File: config.mk
export PLATFORM = sky130hd
export DESIGN_NAME = dda_cmd_sequencer
export DESIGN_NICKNAME = d
export VERILOG_FILES = /design/src/rtl/dda_cmd_sequencer.sv
export SDC_FILE = /design/constraint.sdc
export NUM_CORES = 1
export LEC_CHECK = 0
export CAP_MARGIN = 20
export CORE_ASPECT_RATIO = 0.6
export CORE_MARGIN = 1
export CORE_UTILIZATION = 52
export CTS_CLUSTER_DIAMETER = 80
export DETAILED_ROUTE_END_ITERATION = 10
export PLACE_DENSITY = 0.8
export SLEW_MARGIN = 40
export SYNTH_ARGS = -nofsm -noshare
export SYNTH_HDL_FRONTEND = slang
export SYNTH_SLANG_ARGS = --single-unit
File: constraint.sdc
create_clock -name clk -period 3.22 [get_ports clk]
set_clock_uncertainty 0.15 [all_clocks]
set_input_delay 0.805 -clock clk [delete_from_list [all_inputs] [get_ports clk]]
set_output_delay 0.805 -clock clk [all_outputs]
set_load 0.02 [all_outputs]
File: src/rtl/dda_cmd_sequencer.sv
`default_nettype none
// ============================================================================
//  Module      : dda_cmd_sequencer
//  Description : Host command parser, DDA register file, run control and
//                v1/v2 reply serialiser sitting between a byte UART and a DDA.
//  Revision    : 1.0  initial release
// ============================================================================
module dda_cmd_sequencer #(
    parameter int N         = 16,
    parameter int REG_BYTES = 10,
    parameter int TIMEOUT   = 65535
) (
    input  logic         clk,
    input  logic         rst,
    input  logic         rx_valid,
    input  logic [7:0]   rx_byte,
    input  logic         tx_busy,
    output logic         tx_start,
    output logic [7:0]   tx_byte,
    output logic         dda_load,
    output logic         dda_en,
    input  logic [N-1:0] v1,
    input  logic [N-1:0] v2,
    output logic [N-1:0] ic1,
    output logic [N-1:0] ic2,
    output logic [N-1:0] vK_M,
    output logic [N-1:0] vD_M,
    output logic [N-1:0] dt,
    output logic         busy
);

    localparam int IDX_W = $clog2(REG_BYTES);

    typedef enum logic [2:0] {
        IDLE     = 3'd0,
        RX_ARGS  = 3'd1,
        LOAD     = 3'd2,
        RUN      = 3'd3,
        TX_ISSUE = 3'd4,
        TX_WAIT  = 3'd5
    } state_t;

    state_t             state_q, state_d;
    logic [7:0]         regs_q [REG_BYTES];
    logic [7:0]         regs_d [REG_BYTES];
    logic               is_load_q, is_load_d;
    logic [IDX_W-1:0]   idx_q, idx_d;
    logic [15:0]        cnt_q, cnt_d;
    logic [15:0]        to_q, to_d;
    logic [31:0]        reply_q, reply_d;
    logic [2:0]         left_q, left_d;
    logic               seen_q, seen_d;
    logic               wcnt_q, wcnt_d;

    always_ff @(posedge clk) begin
        if (rst) begin
            state_q   <= IDLE;
            regs_q    <= '{default: 8'h00};
            is_load_q <= 1'b0;
            idx_q     <= '0;
            cnt_q     <= 16'd0;
            to_q      <= 16'd0;
            reply_q   <= 32'd0;
            left_q    <= 3'd0;
            seen_q    <= 1'b0;
            wcnt_q    <= 1'b0;
        end else begin
            state_q   <= state_d;
            regs_q    <= regs_d;
            is_load_q <= is_load_d;
            idx_q     <= idx_d;
            cnt_q     <= cnt_d;
            to_q      <= to_d;
            reply_q   <= reply_d;
            left_q    <= left_d;
            seen_q    <= seen_d;
            wcnt_q    <= wcnt_d;
        end
    end

    always_comb begin
        state_d   = state_q;
        regs_d    = regs_q;
        is_load_d = is_load_q;
        idx_d     = idx_q;
        cnt_d     = cnt_q;
        to_d      = to_q;
        reply_d   = reply_q;
        left_d    = left_q;
        seen_d    = seen_q;
        wcnt_d    = wcnt_q;
        dda_load  = 1'b0;
        dda_en    = 1'b0;
        tx_start  = 1'b0;

        case (state_q)
            IDLE: begin
                if (rx_valid) begin
                    idx_d = '0;
                    to_d  = 16'd0;
                    case (rx_byte)
                        8'h01: begin
                            is_load_d = 1'b1;
                            state_d   = RX_ARGS;
                        end
                        8'h02: begin
                            is_load_d = 1'b0;
                            cnt_d     = 16'd0;
                            state_d   = RX_ARGS;
                        end
                        default: begin
                            reply_d = {8'hEE, 24'h000000};
                            left_d  = 3'd1;
                            state_d = TX_ISSUE;
                        end
                    endcase
                end
            end
            RX_ARGS: begin
                // The abort takes priority over a byte landing in the same cycle.
                if (to_q == 16'(TIMEOUT)) begin
                    state_d = IDLE;
                end else if (rx_valid) begin
                    to_d  = 16'd0;
                    idx_d = idx_q + 1'b1;
                    if (is_load_q) begin
                        regs_d[idx_q] = rx_byte;
                        if (idx_q == IDX_W'(REG_BYTES - 1)) begin
                            state_d = LOAD;
                        end
                    end else if (idx_q == '0) begin
                        cnt_d = {rx_byte, cnt_q[7:0]};
                    end else begin
                        cnt_d = {cnt_q[15:8], rx_byte};
                        if ({cnt_q[15:8], rx_byte} == 16'd0) begin
                            reply_d = {v1, v2};
                            left_d  = 3'd4;
                            state_d = TX_ISSUE;
                        end else begin
                            state_d = RUN;
                        end
                    end
                end else begin
                    to_d = to_q + 16'd1;
                end
            end
            LOAD: begin
                dda_load = 1'b1;
                reply_d  = {8'h01, 24'h000000};
                left_d   = 3'd1;
                state_d  = TX_ISSUE;
            end
            RUN: begin
                if (cnt_q != 16'd0) begin
                    dda_en = 1'b1;
                    cnt_d  = cnt_q - 16'd1;
                end else begin
                    reply_d = {v1, v2};
                    left_d  = 3'd4;
                    state_d = TX_ISSUE;
                end
            end
            TX_ISSUE: begin
                if (!tx_busy) begin
                    tx_start = 1'b1;
                    seen_d   = 1'b0;
                    wcnt_d   = 1'b0;
                    state_d  = TX_WAIT;
                end
            end
            TX_WAIT: begin
                // A UART that never raises busy within two cycles is taken as done.
                if ((seen_q && !tx_busy) || (!seen_q && !tx_busy && wcnt_q)) begin
                    reply_d = {reply_q[23:0], 8'h00};
                    left_d  = left_q - 3'd1;
                    state_d = (left_q == 3'd1) ? IDLE : TX_ISSUE;
                end else if (!seen_q) begin
                    if (tx_busy) begin
                        seen_d = 1'b1;
                    end else begin
                        wcnt_d = 1'b1;
                    end
                end
            end
            default: begin
                state_d = IDLE;
            end
        endcase
    end

    assign tx_byte = reply_q[31:24];
    assign busy    = (state_q != IDLE);
    assign ic1     = {regs_q[0], regs_q[1]};
    assign ic2     = {regs_q[2], regs_q[3]};
    assign vK_M    = {regs_q[4], regs_q[5]};
    assign vD_M    = {regs_q[6], regs_q[7]};
    assign dt      = {regs_q[8], regs_q[9]};

endmodule
`default_nettype wire
==> metrics, run 1 <==
Total Nets Final between 1000 and 1500; Hold Crit Class register to register; Worst Setup SP rx_byte[3]; outcome finished, violations left; Post-Syn Area between 7000 and 8000 sq um; sequential power share about a third; drt initial violations ~630; syn_area_per_cell ~8 sq um; most common cell after layout, fill and taps aside dfxtp_1; Power Internal about 0.0042 W; top-level I/O count about 140; critical path class primary input to register; Area Growth Syn to Fin 33.6%; CTS tree done; Core Area 13000 sq um; Tmin final a little over 3 ns; Final Hold Vio Count 0; Site Rows 32; Slew Limit Fails 0; Initial Utilization between 50% and 60%; multi-input logic area around 3600 sq um; synth warn 0; DR WL/cell approximately 17 microns; Leak ~3.3 nW; syn_nets 920; sequential area share after synthesis 44.6%; commonest non-fill, non-tap cells in the layout dfxtp_1 (157), clkdlybuf4s50_1 (132), nand2_1 (101); die height between 90 and 100 microns; # setup viols final 0; detailed placer's ending HPWL around 13000 microns; gpl congestion ~0.93; WL final about 20000 microns; first-pass detailed-route iteration total 8; P_sw roughly 0.0022 W; initial antenna violation count 0; Worst setup SP type primary input; CP required around 3.4 ns; Setup Buffers After CTS 0; CTS buffer count 17; R2R Path Start cnt_q[11]; commonest register cell after synthesis dfxtp_1; # Max-Cap Violations 0; CTS resizes 4; full die area 14000 sq um; first-pass GRT wire length around 32000 microns; M2 GR Usage between 30% and 40%; largest net degree at the start of global routing about 150; RSZ-0062 raised after global routing no; Detail Route Antenna Nets 0; reg2reg end reply_q[8]; DIE WIDTH 152 microns; via count 6913; busiest layer in global routing met1; placed instance count between 1000 and 1500; Max Clk Rate ~0.32 GHz; failing checks DRC; clock root buffer clkbuf_16; R2R depth 8; ANT cells 0; period utilization approximately 96%; library cells used by synthesis 55; Slew headroom between 40 and 50%; Synth Instances roughly 870; clk_lat worst skew approximately 0.42 ns; critical-path maximum fanout 21; switching share of power between 30% and 40%; grt ovf 0; post-synthesis register bit count between 150 and 200; IO buf count between 100 and 150; Sink Count 157; clock share of power approximately 32%; vias in the first global route between 6000 and 7000; crit path DAT 3.28 ns; fin cells ~1200; slack of the worst reg-to-reg path between 0.2 and 0.25 ns; Post-Route Setup TNS 0 ns; CTS HTree Levels 4; Clk pin slew, worst setup/hold paths about 0.070 ns; number of enable flip-flop cells after synthesis 0; asr flop ratio synth 0%; share of post-route cells with drive strength above 1 roughly a tenth; Vias per Instance approximately 5.9; met3 usage in global routing about 7.3%; nature of the critical path endpoint register; Critical Path Sink reply_q[8]; Max VDD drop roughly 330 uV; total track usage between 20% and 30%; number of fill cells in the layout 988; PD cells 678 nW/um^2; met1 Usage GRT a little over two fifths; logic gate share of total power about a third; Post-route DRC 7; CTS Buffer Depth 2; # hold bufs at CTS 0; Final Util 72.4%; Register Area between 3000 and 4000 sq um; worst-margin pin slew 0.758 ns
cell type report:
cell class / instances / area share (%)
multi-input cells: 616 / 37.8
repair buffers: 188 / 19.3
flip-flops and latches: 157 / 33.4
well taps: 170 / 2.26
clock inverters: 15 / 2.05
inverters: 18 / 0.718
clock buffers: 17 / 4.52
cells by family (layout without fill, tap and decap cells):
kind of cell	count (synthesis)	after routing	share of synthesized area, %
AND/OR/NAND/NOR	354	354	23.9
flip-flops	157	157	44.6
buffers and inverters	95	238	5.55
multiplexers	19	19	2.70
XOR/XNOR	18	18	2.24
adder cells (fa/ha/maj)	8	8	1.42
AO/OA/AOI/OAI	217	217	19.6
cell usage after synthesis (6+ instances only):
cell type / count / area (sq um)
o21a_1: 6 / 45.0
nor3_1: 22 / 110
nand2_1: 101 / 379
a31oi_1: 7 / 43.8
or4_1: 8 / 60.1
buf_4: 8 / 60.1
a21oi_1: 97 / 485
nand4_1: 12 / 75.1
o221ai_1: 7 / 61.3
a22oi_1: 21 / 158
inv_1: 17 / 63.8
dfxtp_1: 157 / 3140
nand3_1: 82 / 410
ha_1: 8 / 100
nor2_1: 78 / 293
clkbuf_1: 65 / 244
nand2b_1: 15 / 93.8
xnor2_1: 7 / 61.3
xor2_1: 11 / 96.3
mux2i_1: 19 / 190
a211oi_1: 29 / 218
nor4_1: 7 / 43.8
o21ai_0: 20 / 100
worst max-delay path, stage by stage:
cell and delay (ns):
clkdlybuf4s50_1 0.45, nor4_1 0.37, buf_4 0.18, nand2_1 0.10, or4_4 0.46, a211oi_4 0.29, buf_12 0.19, buf_12 0.15
nor2_1 0.06, a211oi_1 0.21
sequential cells by signal (all words and copies together) (netlist names):
register,flops
reply_q,32
is_load_q,1
to_q,16
vD_M,16
cnt_q,16
dt,16
state_q,3
seen_q,1
ic1,16
left_q,3
wcnt_q,1
idx_q,4
ic2,16
vK_M,16
per-layer routing:
layer  up-vias  share of wire [%]  wire length, microns
li1       3352                  -                     -
met1      3195                 47                  9440
met2       341                 41                  8090
met3        25                 11                  2220
met4         0                1.0                   207
met5         -                  0                     0
through the flow:
stage	area (sq um)	setup WS [ns]	power, W	hold WS [ns]
finish	9420	0.127	0.00638	0.305
global route	9420	0.0163	0.00670	0.331
CTS	9420	0.0349	0.00637	0.308
detailed placement	8790	-0.196	0.00427	0.299
global placement	8790	-0.157	0.00424	0.291
floorplan	7050	0.416	0.00362	0.295
power groups by stage:
stage / clock, W / combinational (W) / sequential, W
detailed placement: 0 / 0.00198 / 0.00229
CTS: 0.00208 / 0.00205 / 0.00225
global placement: 0 / 0.00196 / 0.00229
floorplan: 0 / 0.00138 / 0.00224
global route: 0.00218 / 0.00225 / 0.00227
finish: 0.00206 / 0.00207 / 0.00225
worst min path at each step:
stage,start,cells after the start,endpoint,slack (ns)
2_1_floorplan,reply_q[0],2,reply_q[0],0.30
3_3_place_gp,ic2[6],2,ic2[6],0.29
3_5_place_dp,vD_M[1],2,vD_M[1],0.30
4_1_cts,ic2[7],2,ic2[7],0.31
5_1_grt,vK_M[10],2,vK_M[10],0.33
6_report,ic2[7],2,ic2[7],0.30
(Power assumes the default switching activity.)
==> run 2: changes to the inputs <==
--- a/config.mk
+++ b/config.mk
@@ -11,8 +11,10 @@
 export CORE_UTILIZATION = 52
 export CTS_CLUSTER_DIAMETER = 80
 export DETAILED_ROUTE_END_ITERATION = 10
+export HOLD_SLACK_MARGIN = 0.08
 export PLACE_DENSITY = 0.8
 export SLEW_MARGIN = 40
 export SYNTH_ARGS = -nofsm -noshare
 export SYNTH_HDL_FRONTEND = slang
 export SYNTH_SLANG_ARGS = --single-unit
+export TNS_END_PERCENT = 30
==> results of run 2 <==
Final layout, timing and power as in run 1 (identical DEF).
